--- config.mk ---
export PLATFORM = sky130hd
export DESIGN_NAME = lfsr_hex_streamer
export DESIGN_NICKNAME = d
export VERILOG_FILES = /design/src/rtl/lfsr_uart_pkg.sv /design/src/rtl/hex_to_ascii.sv /design/src/rtl/lfsr_hex_streamer.sv
export SDC_FILE = /design/constraint.sdc
export NUM_CORES = 1
export LEC_CHECK = 0
export ABC_AREA = 1
export BUFFER_PORTS_ARGS = -buffer_cell sky130_fd_sc_hd__buf_2
export CORE_UTILIZATION = 45
export DETAILED_ROUTE_END_ITERATION = 10
export PLACE_DENSITY = 0.72
export SETUP_SLACK_MARGIN = 0.02
export SYNTH_ARGS = -nofsm -noshare
export SYNTH_HDL_FRONTEND = slang
export SYNTH_SLANG_ARGS = --single-unit
export TNS_END_PERCENT = 100
--- constraint.sdc ---
create_clock -name clk -period 6 [get_ports clk]
set_clock_uncertainty 0.2 [all_clocks]
set_input_delay 0.3 -clock clk [delete_from_list [all_inputs] [get_ports clk]]
set_output_delay 0.3 -clock clk [all_outputs]
set_load 0.005 [all_outputs]
--- src/rtl/lfsr_uart_pkg.sv ---
// Shared definitions for the LFSR-to-UART hex streamer: FSM encoding and the
// ASCII constants used when formatting a random word as text.
package lfsr_uart_pkg;

    typedef enum logic [1:0] {
        ST_IDLE = 2'd0,
        ST_HEX  = 2'd1,
        ST_CR   = 2'd2,
        ST_LF   = 2'd3
    } state_t;

    localparam logic [7:0] ASCII_0 = 8'h30;
    localparam logic [7:0] ASCII_A = 8'h41;
    localparam logic [7:0] CR      = 8'h0D;
    localparam logic [7:0] LF      = 8'h0A;

endpackage

--- src/rtl/hex_to_ascii.sv ---
// Combinational nibble to uppercase ASCII hex digit conversion.
module hex_to_ascii
    import lfsr_uart_pkg::*;
(
    input  logic [3:0] nibble_i,
    output logic [7:0] ascii_o
);

    always_comb begin
        if (nibble_i < 4'd10) begin
            ascii_o = ASCII_0 + {4'd0, nibble_i};
        end else begin
            ascii_o = ASCII_A + {4'd0, nibble_i} - 8'd10;
        end
    end

endmodule

--- src/rtl/lfsr_hex_streamer.sv ---
// Streams words from an external LFSR to a UART as uppercase hex text,
// optionally terminated by CR LF, with a valid/ready byte handshake.
module lfsr_hex_streamer
    import lfsr_uart_pkg::*;
#(
    parameter int N         = 16,
    parameter bit SEND_CRLF = 1'b1
) (
    input  logic         clk,
    input  logic         rst,
    input  logic         run,
    input  logic [N-1:0] random,
    output logic         lfsr_ena,
    output logic [7:0]   tx_data,
    output logic         tx_valid,
    input  logic         tx_ready,
    output logic         busy,
    output logic [15:0]  words_sent,
    output state_t       dbg_state_o
);

    // Handshake: a byte moves on a rising edge where tx_valid and tx_ready
    // are both high; while tx_valid is high and tx_ready low, tx_data holds.
    localparam int NIB   = N / 4;
    localparam int IDX_W = (NIB > 1) ? $clog2(NIB) : 1;
    localparam logic [IDX_W-1:0] IDX_TOP = IDX_W'(NIB - 1);

    state_t             state_q, state_d;
    logic [N-1:0]       shadow_q, shadow_d;
    logic [IDX_W-1:0]   idx_q, idx_d;
    logic [7:0]         data_q, data_d;
    logic               valid_q, valid_d;
    logic               ena_q, ena_d;
    logic               busy_q, busy_d;
    logic [15:0]        words_sent_q, words_sent_d;

    logic               xfer;
    logic [N-1:0]       nib_word;
    logic [IDX_W-1:0]   nib_idx;
    logic [N-1:0]       nib_shift;
    logic [3:0]         nib_val;
    logic [7:0]         nib_ascii;

    // In IDLE the byte to present is the top nibble of the word being
    // captured; otherwise it is the next lower nibble of the shadow copy.
    always_comb begin
        xfer      = valid_q && tx_ready;
        nib_word  = (state_q == ST_IDLE) ? random : shadow_q;
        nib_idx   = (state_q == ST_IDLE) ? IDX_TOP : (idx_q - IDX_W'(1));
        nib_shift = nib_word >> {nib_idx, 2'b00};
        nib_val   = nib_shift[3:0];
    end

    hex_to_ascii u_hex_to_ascii (
        .nibble_i (nib_val),
        .ascii_o  (nib_ascii)
    );

    always_comb begin
        state_d      = state_q;
        shadow_d     = shadow_q;
        idx_d        = idx_q;
        data_d       = data_q;
        valid_d      = valid_q;
        ena_d        = 1'b0;
        words_sent_d = words_sent_q;

        case (state_q)
            ST_IDLE: begin
                valid_d = 1'b0;
                if (run) begin
                    shadow_d = random;
                    idx_d    = IDX_TOP;
                    data_d   = nib_ascii;
                    valid_d  = 1'b1;
                    ena_d    = 1'b1;
                    state_d  = ST_HEX;
                end
            end
            ST_HEX: begin
                if (xfer) begin
                    if (idx_q != '0) begin
                        idx_d  = idx_q - IDX_W'(1);
                        data_d = nib_ascii;
                    end else if (SEND_CRLF) begin
                        data_d  = CR;
                        state_d = ST_CR;
                    end else begin
                        valid_d      = 1'b0;
                        words_sent_d = words_sent_q + 16'd1;
                        state_d      = ST_IDLE;
                    end
                end
            end
            ST_CR: begin
                if (xfer) begin
                    data_d  = LF;
                    state_d = ST_LF;
                end
            end
            ST_LF: begin
                if (xfer) begin
                    valid_d      = 1'b0;
                    words_sent_d = words_sent_q + 16'd1;
                    state_d      = ST_IDLE;
                end
            end
            default: begin
                valid_d = 1'b0;
                state_d = ST_IDLE;
            end
        endcase

        busy_d = (state_d != ST_IDLE);
    end

    always_ff @(posedge clk) begin
        if (!rst) begin
            state_q      <= ST_IDLE;
            shadow_q     <= '0;
            idx_q        <= '0;
            data_q       <= 8'h00;
            valid_q      <= 1'b0;
            ena_q        <= 1'b0;
            busy_q       <= 1'b0;
            words_sent_q <= 16'h0000;
        end else begin
            state_q      <= state_d;
            shadow_q     <= shadow_d;
            idx_q        <= idx_d;
            data_q       <= data_d;
            valid_q      <= valid_d;
            ena_q        <= ena_d;
            busy_q       <= busy_d;
            words_sent_q <= words_sent_d;
        end
    end

    assign lfsr_ena    = ena_q;
    assign tx_data     = data_q;
    assign tx_valid    = valid_q;
    assign busy        = busy_q;
    assign words_sent  = words_sent_q;
    assign dbg_state_o = state_q;

endmodule
# [Word level (Yosys, flattened, before mapping)]
# Index checks and enable logic that the tools add are counted.
[classes] reduce_logical=13 n_lt_le_gt_ge=1 n_addsub=5 n_eq_ne=8 shifts=1 n_mux=21
[ops] op="two-way mux 8 bit" n=5
[ops] op="one-hot mux 8 bit (3 select lines)" n=1
[ops] op="two-way mux 2 bit" n=9
[ops] op="adder 16 x 1 -> 16 bit (second input constant)" n=1
[ops] op="two-way mux 16 bit" n=1
[ops] op=">> shifter 16 x 4 -> 4 bit" n=1
[ops] op="!= test 2 bit (second input constant)" n=5
[ops] op="adder 7 x 4 -> 8 bit (first input constant)" n=1
[ops] op="one-hot mux 2 bit (4 select lines)" n=1
[ops] op="AND reduction 2 bit" n=4
[ops] op="AND reduction 4 bit" n=2
[ops] op="nonzero test 2 bit" n=4
[ops] op="subtractor 8 x 4 -> 8 bit (second input constant)" n=1
[ops] op="adder 6 x 4 -> 7 bit (first input constant)" n=1
[ops] op="== test 2 bit (second input constant)" n=2
[ops] op="less-than comparator 4 bit (second input constant)" n=1
[ops] op="one-hot mux 2 bit (2 select lines)" n=1
[ops] op="nonzero test 3 bit" n=1
[ops] op="== test 2 x 1 -> 1 bit (second input constant)" n=1
[ops] op="logical NOT 2 bit" n=1
[ops] op="two-way mux 1 bit" n=2
[ops] op="one-hot mux 1 bit (2 select lines)" n=1
[ops] op="subtractor 2 x 1 -> 2 bit (second input constant)" n=1
[ops] op="logical AND 1 bit" n=1
[word_totals] out_inout_bits=29 in_bits=20 reg_bits=47 word_cells=57

# [Depth between registers and ports, before layout]
[logic_depth] ltp_word=9 depth_mapped=15 depth_no_buf=15

# [By module]
# From an unflattened synthesis, not the netlist that was laid out.
[hier_totals] hier_cells=382 area_unflattened_um2=2506.2
[by_module_without_submodules] mod="lfsr_hex_streamer" seq_area_each_um2=940.9 n_inst=1 cells_each=357 area_per_inst_um2=2382.3
[by_module_without_submodules] mod="hex_to_ascii" seq_area_each_um2=0.0 n_inst=1 cells_each=25 area_per_inst_um2=123.9

# [Least setup slack after synthesis]
# OpenSTA, ideal clock, no wires.
[synth_timing] kind="flip-flop to flip-flop" from="register idx_q[0]" to="register data_q[2] (netlist: tx_data[2])" stages_incl_launch_ff=14 setup_slack_ns=3.942 required_time_ns=5.729 setup_ns=0.071 path_buffers=0 t_arrival_ns=1.788 period_less_slack_ns=2.058 path_cell_list="dfxtp_1 inv_1 ha_1 nand2_2 inv_1 nand3_1 nand2_2 ha_1 inv_1 nor2_2 nand3_1 nand2_1 nand2_1 a21oi_1"
[synth_between] elab_chain_cells=9 elab_cells_between_ends=13 cone_classes="add/sub (4); order compare (1); shift (1); mux (6); reduce/logical (1)"
[synth_rtl] element="start: declaration" line="lfsr_hex_streamer.sv:30" source="logic [IDX_W-1:0] idx_q, idx_d;"
[synth_rtl] element="start signal: assignment" line="lfsr_hex_streamer.sv:130" source="idx_q <= idx_d;"
[synth_rtl] element="subtractor 2 x 1 -> 2 bit" line="lfsr_hex_streamer.sv:49" source="nib_idx = (state_q == ST_IDLE) ? IDX_TOP : (idx_q - IDX_W'(1));"
[synth_rtl] element="two-way mux 2 bit" line="lfsr_hex_streamer.sv:49"
[synth_rtl] element=">> shifter 16 x 4 -> 4 bit" line="lfsr_hex_streamer.sv:50" source="nib_shift = nib_word >> {nib_idx, 2'b00};"
[synth_rtl] element="adder 7 x 4 -> 8 bit" line="hex_to_ascii.sv:13" source="ascii_o = ASCII_A + {4'd0, nibble_i} - 8'd10;"
[synth_rtl] element="subtractor 8 x 4 -> 8 bit" line="hex_to_ascii.sv:13"
[synth_rtl] element="two-way mux 8 bit" line="hex_to_ascii.sv:10" source="if (nibble_i < 4'd10) begin"
[synth_rtl] element="two-way mux 8 bit" line="lfsr_hex_streamer.sv:82" source="if (idx_q != '0) begin"
[synth_rtl] element="two-way mux 8 bit" line="lfsr_hex_streamer.sv:81" source="if (xfer) begin"
[synth_rtl] element="one-hot mux 8 bit (3 select lines) (*)" line="lfsr_hex_streamer.sv:68" source="case (state_q)"
[synth_rtl] element="end signal: assignment" line="lfsr_hex_streamer.sv:131" source="data_q <= data_d;"
[synth_rtl] element="end: declaration" line="lfsr_hex_streamer.sv:31" source="logic [7:0] data_q, data_d;"
# Mark *: on every way between the ends. The rest lies on a longest branch, timed or not. The select of a mux whose other input is x is not followed.
# A chain may end at the register's enable or synchronous reset.

# [Final worst setup path]
[layout_timing] from="register state_q[0] (netlist: dbg_state_o[0])" to="register data_q[2] (netlist: tx_data[2])"
[layout_between] elab_chain_cells=9 elab_cells_between_ends=20 cone_classes="add/sub (3); order compare (1); eq/ne (5); shift (1); mux (7); reduce/logical (3)"
[layout_rtl] element="start: declaration" line="lfsr_hex_streamer.sv:28" source="state_t state_q, state_d;"
[layout_rtl] element="start signal: assignment" line="lfsr_hex_streamer.sv:128" source="state_q <= state_d;"
[layout_rtl] element="logical NOT 2 bit" line="lfsr_hex_streamer.sv:48, lfsr_hex_streamer.sv:49, lfsr_hex_streamer.sv:68"
[layout_rtl] element="two-way mux 16 bit or two-way mux 2 bit (tied branches)" line="lfsr_hex_streamer.sv:48, lfsr_hex_streamer.sv:49"
[layout_rtl] element=">> shifter 16 x 4 -> 4 bit" line="lfsr_hex_streamer.sv:50"
[layout_rtl] element="adder 7 x 4 -> 8 bit" line="hex_to_ascii.sv:13"
[layout_rtl] element="subtractor 8 x 4 -> 8 bit" line="hex_to_ascii.sv:13"
[layout_rtl] element="two-way mux 8 bit" line="hex_to_ascii.sv:10"
[layout_rtl] element="two-way mux 8 bit" line="lfsr_hex_streamer.sv:82"
[layout_rtl] element="two-way mux 8 bit" line="lfsr_hex_streamer.sv:81"
[layout_rtl] element="one-hot mux 8 bit (3 select lines)" line="lfsr_hex_streamer.sv:68"
# Several ways; a longest one is shown, not always the timed one. The select of a mux whose other input is x is not followed.

==> metrics.txt <==
status finished, final reports clean; grt ovf 0; Final period util 41.93%; post-CTS setup buffers 0; clock sink count 46; RSZ-0062 raised after global routing false; fmax 0.3975 GHz; DRC violations left 0; GRT Resource Usage Total 20.68%; first-pass GRT wire length approximately 9.7 mm; H-tree levels 2; Area Growth Syn to Fin 15.35%; WL/cell about 11 microns; Total Wirelength about 5.3 mm; critical path arrival approximately 2.6 ns; Row Count 26; CTS clk-pin slew, worst paths ~0.090 ns; Primary FF master, synth dfxtp_1; Placement Setup Slack 3.528 ns; Routability Congestion between 0.8 and 0.9; die width ~76 microns; Inserted Clock Buffers 5; commonest non-fill, non-tap cell in the layout nand2_1; initial core utilization 47.58%; I/O pins 49; Compound-Gate Fraction of Synth Area 16.01%; Port Buffers 47; PwrDens 235.0 nW/um^2; Worst Hold Class input port to flip-flop; Setup Crit Path Kind flip-flop to flip-flop; CTS Hold Bufs 0; via count ~2300; Adder-Cell Fraction of Synth Area under 10%; synthesized cell area around 2500 sq um; Slew @ Worst Pin 0.6408 ns; setup_tns 0 ns; Fin Hold WS approximately 0.047 ns; synthesized area per cell 7.052 sq um; pin count of the biggest net entering global routing 32; sequential share of the synthesized area 37.42%; ant diodes 0; Pwr Total between 0.6 and 0.7 mW; syn nets between 300 and 400; total die area between 5000 and 6000 sq um; Final Cell Area approximately 2800 sq um; vias in the first global route around 2200; Die H about 76 microns; Max Cap Viol 0; share of cells above drive strength 1 21.01%; Simple-Gate Fraction of Synth Area 31.77%; Leak Pwr approximately 1.4 nW; yosys warns 0; Setup crit end kind flip-flop; Worst Slack Setup Final 3.484 ns; Fin. Hold Viols 0; number of synthesized flops with an enable pin 0; Area after DPL 2744 sq um; mean number of vias per cell just under 5; XOR/XNOR Fraction of Synth Area between 1 and 1.5%; synthesized flop and latch total 46; post-synthesis mux area share 0%; largest family of logic cells by synthesized area simple AND/OR/NAND/NOR gates; final setup vio count 0; CTS root buffer clkbuf_8; Worst slew margin 57.18%; CTS tree done; post-synth cell types 38; Startpoint Class flip-flop; min cycle time layout roughly 2.5 ns; antenna violations before repair 0; nets ~420; worst-skew pair later-pin latency about 0.3 ns; Synth Instances ~350; core area 5172 sq um; drt pass-1 iters 4; Max VDD drop approximately 0.11 mV; post-CTS sizing 0; DRT iter0 DRCs about 110; hpwl dp 4.110 mm; worst-case clock buffer depth 2; post-synthesis async set-or-reset flop share 0%; most frequent cells in the layout nand2_1, buf_2, nor2_1, dfxtp_1, inv_1; Final Max Tran Viols 0; ANT nets after route 0; required time of the critical path just over 6 ns; Max FO, Critical Path 12
[critical path, stage by stage, from the launching register on]
cell and delay [ns]:
dfxtp_1 0.37, inv_1 0.16, ha_1 0.44, inv_2 0.17
nand2_4 0.14, inv_2 0.07, nand2_1 0.06, nand3_1 0.09
nand2_2 0.10, ha_1 0.17, inv_1 0.05, nor2_2 0.13
nand3_1 0.08, nand2_1 0.07, nand2_1 0.04, a21oi_1 0.11
[worst paths after layout]
check | depth (start not counted) | start | endpoint | slack (ns)
worst max register to register | 15 | dbg_state_o[0] | tx_data[2] | 3.48
worst min register to register | 2 | shadow_q[13] | shadow_q[13] | 0.26
worst min-delay path | 3 | random[0] | shadow_q[0] | 0.05
worst max-delay path | 15 | dbg_state_o[0] | tx_data[2] | 3.48
[cells in the mapped netlist, types with 2 or more instances]
master / n / share of area [%]
nor3_1: 5 / 1.0
nand2_4: 2 / 0.92
a21oi_1: 29 / 5.9
a31oi_1: 3 / 0.76
o21ai_0: 30 / 6.1
clkbuf_1: 6 / 0.92
ha_1: 8 / 4.1
nand2_1: 59 / 9.0
nor2_1: 46 / 7.0
nand4_1: 2 / 0.51
o21ai_1: 7 / 1.4
nand3_1: 26 / 5.3
nor3_4: 2 / 1.3
xor2_1: 3 / 1.1
inv_1: 38 / 5.8
inv_2: 8 / 1.2
inv_4: 2 / 0.51
nor2_4: 2 / 0.92
nand2_2: 5 / 1.3
buf_2: 2 / 0.41
nor3_2: 2 / 0.81
dfxtp_1: 46 / 37
[flip-flops by register name (all words and copies together), names as in the netlist]
name         count
tx_data          7
busy             1
dbg_state_o      2
idx_q            2
words_sent      16
shadow_q        16
tx_valid         1
lfsr_ena         1
[final cells by class]
| class | count | area (sq um) |
|---|---|---|
| tap | 70 | 87.58 |
| clock inverter | 2 | 12.51 |
| clock buffer | 6 | 82.58 |
| sequential | 46 | 920.9 |
| inverter | 48 | 185.2 |
| multi-input combinational | 246 | 1315 |
| timing repair buffer | 47 | 235.2 |
| fill | 546 | 2333 |
[stage by stage]
stage / cells / utilization (%)
floorplan: 349 / -
CTS: 465 / 54.89
global placement: 457 / 53.05
detailed placement: 457 / 53.05
finish: 465 / 54.89
global route: 465 / 54.89
[power by group]
group	switching (mW)	leakage (nW)	internal, mW
combinational	0.0830	0.943	0.0487
clock	0.107	0.0472	0.0927
sequential	0.0107	0.377	0.325
total	0.201	1.37	0.467
[kinds of logic after synthesis]
group | count (synthesis)
other | 1
adder cells (fa/ha/maj) | 8
buffers and inverters | 57
flip-flops | 46
AO/OA/AOI/OAI | 75
AND/OR/NAND/NOR | 158
XOR/XNOR | 4
[routing by layer]
layer	track usage [%]	wire length, microns
met5	0	0
met4	5.769	68
met3	4.217	174
met1	24.83	2524
met2	37.18	2564
Power figures use the tool's default switching activity.
